$ cat config.mk
export PLATFORM = sky130hd
export DESIGN_NAME = crtc_rowdma
export DESIGN_NICKNAME = d
export VERILOG_FILES = /design/src/rtl/crtc_rowdma.sv
export SDC_FILE = /design/constraint.sdc
export NUM_CORES = 2
export LEC_CHECK = 0
export CELL_PAD_IN_SITES_DETAIL_PLACEMENT = 1
export CELL_PAD_IN_SITES_GLOBAL_PLACEMENT = 1
export CORE_AREA = 2 2 582 584
export CTS_BUF_LIST = sky130_fd_sc_hd__clkbuf_4 sky130_fd_sc_hd__clkbuf_8
export CTS_CLUSTER_SIZE = 14
export DETAILED_ROUTE_END_ITERATION = 6
export DIE_AREA = 0 0 584 586
export DONT_BUFFER_PORTS = 1
export GPL_TIMING_DRIVEN = 0
export PLACE_DENSITY_LB_ADDON = 0.1
export SLEW_MARGIN = 20
export SYNTH_ARGS = -nofsm -noshare
export SYNTH_HDL_FRONTEND = slang
export SYNTH_SLANG_ARGS = --single-unit
$ cat constraint.sdc
create_clock -name clk -period 2.89 [get_ports clk]
set_input_delay 0.578 -clock clk [delete_from_list [all_inputs] [get_ports clk]]
set_output_delay 0.578 -clock clk [all_outputs]
set_load 0.005 [all_outputs]
$ cat src/rtl/crtc_rowdma.sv
// crtc_rowdma: double-buffered (ping-pong) character-row fetch DMA for the text CRTC.
// Define CRTC_ROWDMA_FAST_EN for one byte per granted cycle; otherwise legacy 2-cycle pacing.
module crtc_rowdma #(
  parameter int ADDR_W = 17,
  parameter int DEPTH  = 128,
  parameter int AW     = $clog2(DEPTH)
) (
  input  logic              clk,
  input  logic              rst_n,
  input  logic              frame_start,
  input  logic              row_start,
  input  logic [ADDR_W-1:0] base_adr,
  input  logic [7:0]        row_len,
  output logic              busreq,
  input  logic              busack,
  output logic [ADDR_W-1:0] ram_adr,
  input  logic [7:0]        ram_data,
  input  logic [AW-1:0]     rd_adr,
  output logic [7:0]        rd_data,
  output logic              busy,
  output logic              underrun
);

  // state | meaning
  // IDLE  | no fetch in progress
  // REQ   | bus requested, waiting for the first grant
  // XFER  | issuing reads; stalls while busack is low
  // DRAIN | final read issued, waiting to write its byte
  typedef enum logic [1:0] {S_IDLE, S_REQ, S_XFER, S_DRAIN} state_t;

  localparam logic [8:0]        DEPTH_L = 9'(DEPTH);
  localparam logic [ADDR_W-1:0] A_ONE   = 1;
  localparam logic [AW-1:0]     W_ONE   = 1;
  localparam logic [7:0]        C_ONE   = 8'd1;

  state_t              r_state;
  logic [ADDR_W-1:0]   r_src;
  logic [ADDR_W-1:0]   r_row_base;
  logic [ADDR_W-1:0]   r_ram_adr;
  logic [7:0]          r_cnt;
  logic [7:0]          r_len;
  logic [AW-1:0]       r_wptr;
  logic                r_disp_bank;
  logic                r_pend;
  logic                r_busreq;
  logic                r_underrun;
  logic [7:0]          r_rd_data;
  logic [7:0]          r_buf [2*DEPTH];

  logic [7:0]          w_len;
  logic [ADDR_W-1:0]   w_next_base;
  logic                w_start;
  logic                w_wr;
  logic [AW:0]         w_wr_idx;

  assign w_len       = ({1'b0, row_len} > DEPTH_L) ? DEPTH_L[7:0] : row_len;
  assign w_next_base = r_row_base + ADDR_W'(r_len);
  assign w_start     = frame_start | row_start;
  // A byte still in flight when a new fetch starts belongs to the aborted row.
  assign w_wr        = r_pend & ~w_start;
  assign w_wr_idx    = {~r_disp_bank, r_wptr};

  assign busreq   = r_busreq;
  assign ram_adr  = r_ram_adr;
  assign rd_data  = r_rd_data;
  assign busy     = (r_state != S_IDLE);
  assign underrun = r_underrun;

  always_ff @(posedge clk or negedge rst_n) begin
    if (!rst_n) begin
      r_state     <= S_IDLE;
      r_src       <= '0;
      r_row_base  <= '0;
      r_ram_adr   <= '0;
      r_cnt       <= '0;
      r_len       <= '0;
      r_wptr      <= '0;
      r_disp_bank <= 1'b0;
      r_pend      <= 1'b0;
      r_busreq    <= 1'b0;
      r_underrun  <= 1'b0;
    end else begin
      r_busreq <= (r_state != S_IDLE);
      if (w_start) begin
        if (frame_start) begin
          r_src       <= base_adr;
          r_row_base  <= base_adr;
          r_disp_bank <= 1'b1;
          r_underrun  <= 1'b0;
        end else begin
          r_src       <= w_next_base;
          r_row_base  <= w_next_base;
          r_disp_bank <= ~r_disp_bank;
          if (r_state != S_IDLE) r_underrun <= 1'b1;
        end
        r_cnt   <= w_len;
        r_len   <= w_len;
        r_wptr  <= '0;
        r_pend  <= 1'b0;
        r_state <= (w_len == 8'd0) ? S_IDLE : S_REQ;
      end else begin
        if (r_pend) r_wptr <= r_wptr + W_ONE;
        unique case (r_state)
          S_REQ: begin
            if (busack) r_state <= S_XFER;
          end
          S_XFER: begin
`ifdef CRTC_ROWDMA_FAST_EN
            if (busack && r_cnt != 8'd0) begin
              r_ram_adr <= r_src;
              r_src     <= r_src + A_ONE;
              r_cnt     <= r_cnt - C_ONE;
              r_pend    <= 1'b1;
              if (r_cnt == C_ONE) r_state <= S_DRAIN;
            end else begin
              r_pend <= 1'b0;
            end
`else
            if (r_pend) begin
              r_pend <= 1'b0;
              r_cnt  <= r_cnt - C_ONE;
            end else if (busack && r_cnt != 8'd0) begin
              r_ram_adr <= r_src;
              r_src     <= r_src + A_ONE;
              r_pend    <= 1'b1;
              if (r_cnt == C_ONE) r_state <= S_DRAIN;
            end
`endif
          end
          S_DRAIN: begin
            r_pend  <= 1'b0;
`ifndef CRTC_ROWDMA_FAST_EN
            r_cnt   <= r_cnt - C_ONE;
`endif
            r_state <= S_IDLE;
          end
          default: ;
        endcase
      end
    end
  end

  always_ff @(posedge clk) begin
    if (w_wr) r_buf[w_wr_idx] <= ram_data;
  end

  always_ff @(posedge clk or negedge rst_n) begin
    if (!rst_n) r_rd_data <= '0;
    else        r_rd_data <= r_buf[{r_disp_bank, rd_adr}];
  end

endmodule
==> run metrics <==
Placed Cells 8440; CP Class reg2reg; final setup fails roughly 150; GRT overflow 0; hold_ws -0.3753 ns; Max Clk Rate approximately 330 MHz; HPWL Detailed around 190000 um; min-delay worst type in2reg; vias between 40000 and 50000; CTS buffer count roughly 400; first-pass GRT wire length 404000 um; Max VDD drop around 0.00034 V; CP endpoint kind register; main flop type after synthesis edfxtp_1; final worst slack -0.1568 ns; slowest CP cell nor2_2; leakage 0.03088 uW; adder-cell share of the synthesized area less than 1%; final hold viol count 292; layout overhead on the synthesized area 20.49%; NumNets Final around 4600; XOR/XNOR share of the synthesized area less than 1%; post-DR wirelength/cell between 30 and 40 um; clock-pin slew on the worst setup and hold paths 0.06 ns; largest net degree at the start of global routing approximately 260; status finished with violations; Worst Max-Slew Pin Slew between 1.5 and 2 ns; root buffer cell clkbuf_8; Pwr Density around 670 mW/mm^2; min Tclk post-route slightly above 3 ns; post-layout util 29.98%; Post-Route WL between 300000 and 400000 um; Post-synth ARST share 4.120%; layout cells sized above 1 36.04%; Req. time, crit path 3.56 ns; # port buffers 0; CP Launch Type register; routed vias/inst roughly 4.6; Core ar. 0.3358 sq mm; clk_skew between 0.07 and 0.08 ns; post-synth net total ~4000; simple-gate area share of the yosys netlist between 2 and 3%; Post-synth EDFFs 2048; post-synthesis compound-gate area fraction between 2 and 3%; vias in the first global route 46062; die area approximately 0.34 sq mm; DRT antenna net count 0; Post-synth top cells 2048 x edfxtp_1, 536 x mux4_2, 315 x nor2_1; Yosys top cell area share about three quarters; Max stage delay on crit path 0.65 ns; final worst path period share 105.4%; CTS H-tree depth 5; failing checks hold timing, slew limit, setup timing; final cell count without fillers ~9200; multiplexer share of the synthesized area between 10% and 20%; Starting Density 24.88%; Synth Cell Area 0.08354 sq mm; max-capacitance violation count 0; Die Span X approximately 580 um; r2r setup slk -0.16 ns; Top Ports 73; GP Congestion between 0.7 and 0.8; fillers between 30000 and 40000; synthesized area per cell ~21 sq um; cell taking the most area after synthesis edfxtp_1; Netlist cell types 58; sequential fraction of the synthesis area between 70% and 80%; row cnt approximately 210; Arrival @ worst endpoint about 3.7 ns; cells after synthesis 4010; initial antenna violation count 16; GRT Overall Usage between 10% and 20%; worst path cell trace nor2b_2, nand2_1, clkbuf_1, nor2_2; largest family of logic cells by synthesized area multiplexers; Final Max Tran Viols 60; Vert. Die Dim approximately 590 um; worst-skew pair later-pin latency 1.07 ns; CTS max path bufs 4; worst slack at placement -2.814 ns; TritonCTS clock tree built; Synth Warn # 0; CTS Sinks roughly 2100; count leader, synth edfxtp_1; Slew HR -4.365%; DRT Pass-1 Iters 5; count of state elements after synthesis about 2100; residual DRC count 0; top post-synthesis cells by area edfxtp_1 74%, mux4_2 14%, dfrtp_1 2.6%; CP max FO 10; RSZ-0062 raised after global routing yes; DR iter-0 viols approximately 3300
==> per-layer routing <==
layer / GRT usage [%] / wire (um) / up-vias
met5: 0 / 0 / -
met3: 2.385 / 11470 / 415
met4: 4.636 / 7910 / 0
met2: 28.96 / 147100 / 902
met1: 23.09 / 134200 / 23452
li1: - / - / 17803
==> state kept, by name (all words and copies together) (netlist names) <==
signal / count
r_buf: 2048
r_row_base: 17
r_src: 17
ram_adr: 17
r_cnt: 8
r_len: 8
rd_data: 8
r_wptr: 7
r_state: 2
busreq: 1
r_disp_bank: 1
r_pend: 1
underrun: 1
==> path summary, 6_finish.rpt <==
path / from / end / cells after the start
min in group asynchronous: rst_n / rd_data[0] / 2
max reg2reg: r_wptr[5] / r_buf[42][2] / 4
min reg2reg: r_row_base[2] / r_row_base[2] / 1
max: r_wptr[5] / r_buf[42][2] / 4
max in group asynchronous: rst_n / r_src[15] / 2
min: ram_data[0] / r_buf[122][0] / 0
==> logic make-up after synthesis <==
| logic type | Yosys count |
|---|---|
| AO/OA/AOI/OAI | 344 |
| XOR/XNOR | 32 |
| adder cells (fa/ha/maj) | 20 |
| buffers and inverters | 250 |
| flip-flops | 2136 |
| multiplexers | 672 |
| AND/OR/NAND/NOR | 556 |
==> layout by cell type, fill, tap and decap left out, types with 33 or more instances in the layout <==
cell / n
edfxtp_1: 2048
mux4_2: 536
clkbuf_8: 408
nor2_4: 176
clkbuf_4: 169
clkinv_1: 99
mux2i_1: 97
dfrtp_1: 85
nor2_1: 83
nand2_1: 77
a21oi_1: 68
a22oi_1: 63
clkbuf_2: 59
nor2_2: 56
buf_4: 48
o21ai_0: 48
clkbuf_1: 46
nand3_1: 43
o22ai_1: 40
buf_2: 37
dlygate4sd3_1: 35
clkinv_2: 34
mux2_2: 33
==> critical path: cells and delay by family, from the launching register on <==
kind	cells	cell delay [ns]
buffers and inverters	1	0.53
DFF	1	0.62
and+or+nand+nor	3	1.50
==> report_power, final <==
group	switching [uW]	leakage [uW]	internal, uW
Clock	13600	0.00407	15300
Sequential	203	0.0195	34100
Combinational	2550	0.00731	1410
Total	16300	0.0309	50800
==> metrics by stage <==
step	power, uW	setup TNS, ns	area [sq um]
CTS	67760	-17.47	99830
global placement	38320	-3705.87	89050
finish	67150	-9.698	100700
floorplan	36820	0	83540
global route	69600	-28.57	100600
detailed placement	38340	-2339.98	89790
==> area by class of cell <==
| type | instances | area (sq um) | share of cell area (%) |
|---|---|---|---|
| Timing Repair Buffer | 95 | 1634 | 1.623 |
| Clock inverter | 163 | 953.4 | 0.9472 |
| Clock buffer | 555 | 6713 | 6.669 |
| Inverter | 18 | 67.56 | 0.06712 |
| Multi-Input combinational cell | 1624 | 20670 | 20.53 |
| Antenna cell | 6 | 15.01 | 0.01492 |
| Tap cell | 4407 | 5514 | 5.478 |
| Sequential cell | 2136 | 63700 | 63.29 |
| Buffer | 229 | 1391 | 1.382 |
==> timing repair <==
action,in CTS,in global routing
resized for setup,560,42
setup endpoints to repair,2069,522
hold endpoints to repair,2182,1306
pin swaps,15,13
hold buffers,31,19
buffers inserted,6,15
No activity file was read; power rests on OpenSTA's default activity.
